`config.mk`:
```
export PLATFORM = sky130hd
export DESIGN_NAME = alu_arbiter
export DESIGN_NICKNAME = d
export VERILOG_FILES = /design/src/rtl/alu_arbiter.sv
export SDC_FILE = /design/constraint.sdc
export NUM_CORES = 1
export LEC_CHECK = 0
export CORE_UTILIZATION = 50
export DETAILED_ROUTE_END_ITERATION = 12
export PLACE_DENSITY = 0.84
export SLEW_MARGIN = 20
export SYNTH_ARGS = -nofsm -noshare
export SYNTH_HDL_FRONTEND = slang
export SYNTH_SLANG_ARGS = --single-unit
```
`constraint.sdc`:
```
create_clock -name clk -period 5.9 [get_ports clk]
set_input_delay 1.18 -clock clk [delete_from_list [all_inputs] [get_ports clk]]
set_output_delay 1.18 -clock clk [all_outputs]
set_load 0.05 [all_outputs]
```
`src/rtl/alu_arbiter.sv`:
```
// Two-requester round-robin front end for a shared 32-bit MIPS-subset ALU.
// A single operation is in flight at a time; results return with the owner's id.
module alu_arbiter #(
    parameter int WIDTH = 32,
    parameter int CNT_W = 16
) (
    input  logic             clk,
    input  logic             rst,
    input  logic             req0_valid,
    output logic             req0_ready,
    input  logic [5:0]       req0_opcode,
    input  logic [5:0]       req0_func,
    input  logic [WIDTH-1:0] req0_a,
    input  logic [WIDTH-1:0] req0_b,
    input  logic             req1_valid,
    output logic             req1_ready,
    input  logic [5:0]       req1_opcode,
    input  logic [5:0]       req1_func,
    input  logic [WIDTH-1:0] req1_a,
    input  logic [WIDTH-1:0] req1_b,
    output logic             rsp_valid,
    input  logic             rsp_ready,
    output logic             rsp_id,
    output logic [WIDTH-1:0] rsp_result,
    output logic             rsp_zero,
    output logic [CNT_W-1:0] ops_done
);

    typedef enum logic [1:0] {
        IDLE,
        EXEC,
        RESP
    } state_t;

    typedef enum logic [2:0] {
        ALU_ADD = 3'd0,
        ALU_SUB = 3'd1,
        ALU_AND = 3'd2,
        ALU_OR  = 3'd3,
        ALU_NOR = 3'd4,
        ALU_SLT = 3'd5
    } alu_ctl_t;

    state_t             state;
    state_t             state_nxt;
    logic               prio;
    logic               gnt0;
    logic               gnt1;
    logic               cap_id;
    logic [5:0]         cap_op;
    logic [5:0]         cap_func;
    logic [WIDTH-1:0]   cap_a;
    logic [WIDTH-1:0]   cap_b;
    alu_ctl_t           alu_ctl;
    logic [WIDTH-1:0]   alu_y;

    assign req0_ready = gnt0;
    assign req1_ready = gnt1;

    // Grants exist only in IDLE and never while reset is held.
    always_comb begin
        state_nxt = state;
        gnt0      = 1'b0;
        gnt1      = 1'b0;
        unique case (state)
            IDLE: begin
                if (!rst) begin
                    gnt0 = req0_valid && (!req1_valid || !prio);
                    gnt1 = req1_valid && (!req0_valid || prio);
                end
                if (gnt0 || gnt1) begin
                    state_nxt = EXEC;
                end
            end
            EXEC: state_nxt = RESP;
            RESP: begin
                if (rsp_ready) begin
                    state_nxt = IDLE;
                end
            end
            default: state_nxt = IDLE;
        endcase
    end

    always_comb begin
        alu_ctl = ALU_ADD;
        case (cap_op)
            6'h00: begin
                case (cap_func)
                    6'h20:   alu_ctl = ALU_ADD;
                    6'h22:   alu_ctl = ALU_SUB;
                    6'h24:   alu_ctl = ALU_AND;
                    6'h25:   alu_ctl = ALU_OR;
                    6'h27:   alu_ctl = ALU_NOR;
                    6'h2A:   alu_ctl = ALU_SLT;
                    default: alu_ctl = ALU_ADD;
                endcase
            end
            6'h04:   alu_ctl = ALU_SUB;
            default: alu_ctl = ALU_ADD;
        endcase
    end

    // slt compares unsigned operands
    always_comb begin
        alu_y = '0;
        case (alu_ctl)
            ALU_ADD: alu_y = cap_a + cap_b;
            ALU_SUB: alu_y = cap_a - cap_b;
            ALU_AND: alu_y = cap_a & cap_b;
            ALU_OR:  alu_y = cap_a | cap_b;
            ALU_NOR: alu_y = ~(cap_a | cap_b);
            ALU_SLT: alu_y = {{(WIDTH-1){1'b0}}, (cap_a < cap_b)};
            default: alu_y = cap_a + cap_b;
        endcase
    end

    always_ff @(posedge clk) begin
        if (rst) begin
            state <= IDLE;
        end else begin
            state <= state_nxt;
        end
    end

    always_ff @(posedge clk) begin
        if (rst) begin
            prio       <= 1'b0;
            cap_id     <= 1'b0;
            cap_op     <= '0;
            cap_func   <= '0;
            cap_a      <= '0;
            cap_b      <= '0;
            rsp_valid  <= 1'b0;
            rsp_id     <= 1'b0;
            rsp_result <= '0;
            rsp_zero   <= 1'b0;
            ops_done   <= '0;
        end else begin
            if (gnt0) begin
                cap_id   <= 1'b0;
                cap_op   <= req0_opcode;
                cap_func <= req0_func;
                cap_a    <= req0_a;
                cap_b    <= req0_b;
            end else if (gnt1) begin
                cap_id   <= 1'b1;
                cap_op   <= req1_opcode;
                cap_func <= req1_func;
                cap_a    <= req1_a;
                cap_b    <= req1_b;
            end
            if (state == EXEC) begin
                rsp_valid  <= 1'b1;
                rsp_id     <= cap_id;
                rsp_result <= alu_y;
                rsp_zero   <= (alu_y == '0);
            end
            if (state == RESP && rsp_ready) begin
                rsp_valid <= 1'b0;
                prio      <= ~rsp_id;
                ops_done  <= ops_done + 1'b1;
            end
        end
    end

endmodule

```
==> metrics <==
input/output buffers=209; WL/cell=18.89 um; crit share post-route=70.82%; Netlist cell types=82; worst hold stages=2; Netlist Area Pre-Place=0.01096 mm^2; DRC errors left=0; CP endpoint kind=register; crit path DAT=4.57 ns; gr usage total=30.87%; routability cong.=1.050; crit path max-delay cell type=dfxtp_2; area grow syn2layout=25.55%; dominant cell type by area after synthesis=dfxtp_1; Post-synth EDFFs=0; Syn Nets=1661; share of cells above drive strength 1=5.041%; PD cells=259.1 mW/mm^2; class of the worst hold path=register to register; pin count of the biggest net entering global routing=95; sequential area share after synthesis=23.94%; ANT cells=0; Die Ht=150.0 um; Post-CTS Hold Fix Bufs=0; postcts setup bufs=0; root buffer cell=clkbuf_16; critical path required time=6.29 ns; MaxCap Viol Count=0; CTS tree=yes; vias in the first global route=10790; Routed WL=34800 um; CTS sink count=131; largest family of logic cells by synthesized area=compound AO/OA/AOI/OAI gates; Die ar.=0.02251 mm^2; first-pass iteration count of the detailed router=7; Reg2Reg Depth=11; Register Area=0.002624 mm^2; DP HPWL=26060 um; via count=11350; Synth area leaders=dfxtp_1, ha_1, mux2i_1; fin util=64.82%; DIE WIDTH=150.0 um; count leader, synth=nor2_1; relative slew slack=37.19%; Detail Route Antenna Nets=0; mux cell area share after synthesis=7.401%; initial antenna violation count=0; Hold Worst Slack=0.4534 ns; Core ar.=0.02122 mm^2; Max FO, Critical Path=18; I/O pins=210; H-tree depth=4; Compound-Gate Fraction of Synth Area=26.67%; clock buffer count from CTS=17; f_max=239.3 MHz; worst path cell trace=nor3b_1 > a211oi_1 > or3b_1 > a221o_1 > a21oi_1 > o21ai_0 > nor4_1 > nand4_1 > nor4_1 > nand4_1 > nand2_1; Synth top cells by count=nor2_1, dfxtp_1, a211oi_1; Pleak=5.261 nW; fill cell count=1854; CP delay by family, top=simple AND/OR/NAND/NOR gates; Synth Area in Adders=11.44%; Simple-Gate Fraction of Synth Area=19.03%; Hold Path End=rsp_result[28]; first-pass GRT wire length=54630 um; crit start category=register; ys async rst share=0%; fin nets=1810; Yosys reg bits=131; Slew Viols, Final=0; Worst R2R End=rsp_zero; top cell type's share of synthesized area=23.94%; Bufs and invs on worst path=0; clock latency on the worst-skew pair=0.44 ns; post-DR vias/cell=6.160; Worst path max stage delay=0.69 ns; minimum clock period=4.179 ns; post-synthesis cell count=1405; Initial DRC Count=1290; status=completed; Worst R2R Setup Slack=1.72 ns; Final setup viols=0; worst vdd ir=0.1601 mV; Crit Reg-Reg Startpoint=cap_func[1]; footprint of the multi-input gates=0.007611 mm^2; critical path depth=11; RSZ-0062 raised after global routing=no; Core Rows=53; Fin Clk Skew=0.009939 ns; syn_area_per_cell=7.798 um^2; Initial Util=51.63%; Final Hold Vio Count=0; worst-case clock buffer depth=2; Crit Path Class=register to register; clk slew on worst S/H paths=0.07 ns; prevailing post-synth register cell=dfxtp_1; Hold Crit Start=rsp_result[28]; worst slew pin tran=0.9422 ns; yosys warns=0; setup TNS=0 ns; Synth Area in XOR/XNOR=4.637%; CTS resizes=0; grt ovf=0
## worst min-delay path, delay by kind of cell, from the launching register on
family,cells,cell delay (ns)
flip-flops,1,0.31
AO/OA/AOI/OAI,1,0.05
AND/OR/NAND/NOR,1,0.05
## worst max-delay path by stage
stage	from	slack (ns)	endpoint
finish	cap_func[1]	1.72	rsp_zero
global route	cap_func[1]	1.49	rsp_zero
detailed placement	cap_func[1]	1.85	rsp_zero
global placement	cap_func[1]	1.92	rsp_zero
floorplan	rst	1.76	req0_ready
CTS	cap_func[1]	1.80	rsp_zero
## area by class of cell
| class | instances | share of cell area [%] |
|---|---|---|
| well taps | 275 | 2.502 |
| clock buffers | 17 | 3.093 |
| repair buffers | 227 | 16.17 |
| multi-input cells | 1080 | 55.34 |
| inverters | 97 | 2.647 |
| flip-flops and latches | 131 | 19.08 |
| clock inverters | 15 | 1.173 |
## per-stage QoR
step / std cells / total power, mW / cell area, um^2 / worst slack, ns
after CTS: 1842 / 3.546 / 13750 / 1.801
after global placement: 1810 / 2.470 / 13170 / 1.918
after global routing: 1842 / 3.735 / 13750 / 1.494
after detailed placement: 1810 / 2.479 / 13170 / 1.855
final: 1842 / 3.564 / 13750 / 1.721
after floorplan: 1405 / 2.028 / 10960 / 1.760
## flip-flops by register name, summed over array words and instances (netlist names)
register    flops
cap_a          32
cap_b          32
cap_func        6
cap_id          1
cap_op          6
ops_done       16
prio            1
rsp_id          1
rsp_result     32
rsp_valid       1
rsp_zero        1
state           2
## report_power, final
group	total (mW)	internal (mW)	leakage [nW]	switching [mW]
combinational	1.46	0.577	3.90	0.888
sequential	1.04	0.962	1.08	0.0734
clock	1.06	0.565	0.281	0.498
## per-layer routing
metal | global-route usage [%] | vias to the layer above | part of all wire [%] | wire, um
met5 | 0 | - | 0 | 0
met4 | 15.61 | 0 | 4.2 | 1460
met3 | 4.848 | 138 | 7.9 | 2757
met2 | 51.30 | 585 | 46 | 16170
met1 | 38.51 | 5226 | 41 | 14400
li1 | - | 5397 | - | -
## logic make-up after synthesis
family	after synthesis
and+or+nand+nor	436
AOI/OAI and AO/OA	406
buffers and inverters	194
DFF	131
adders and majority gates	99
muxes	81
xor gates and xnor gates	58
## layout by cell type (no fill, tap or decap), types with 10 or more instances in the layout
cell | Yosys | final
clkdlybuf4s50_1 | 0 | 208
nor2_1 | 181 | 181
dfxtp_1 | 131 | 130
a211oi_1 | 103 | 103
inv_1 | 97 | 97
ha_1 | 97 | 97
nand2_1 | 84 | 84
mux2i_1 | 81 | 81
a21oi_1 | 80 | 80
o21ai_0 | 42 | 42
xnor2_1 | 33 | 33
nor3_1 | 26 | 26
xor2_1 | 25 | 25
nand3_1 | 23 | 23
nand2b_1 | 22 | 22
a21o_1 | 19 | 19
buf_4 | 1 | 19
clkbuf_16 | 0 | 17
nor2b_1 | 16 | 15
o211ai_1 | 15 | 15
a22oi_1 | 15 | 15
nand4_1 | 14 | 14
o31ai_1 | 13 | 13
and3_1 | 11 | 10
a221o_1 | 10 | 10
Note: power is estimated with default switching activity, not from simulation.
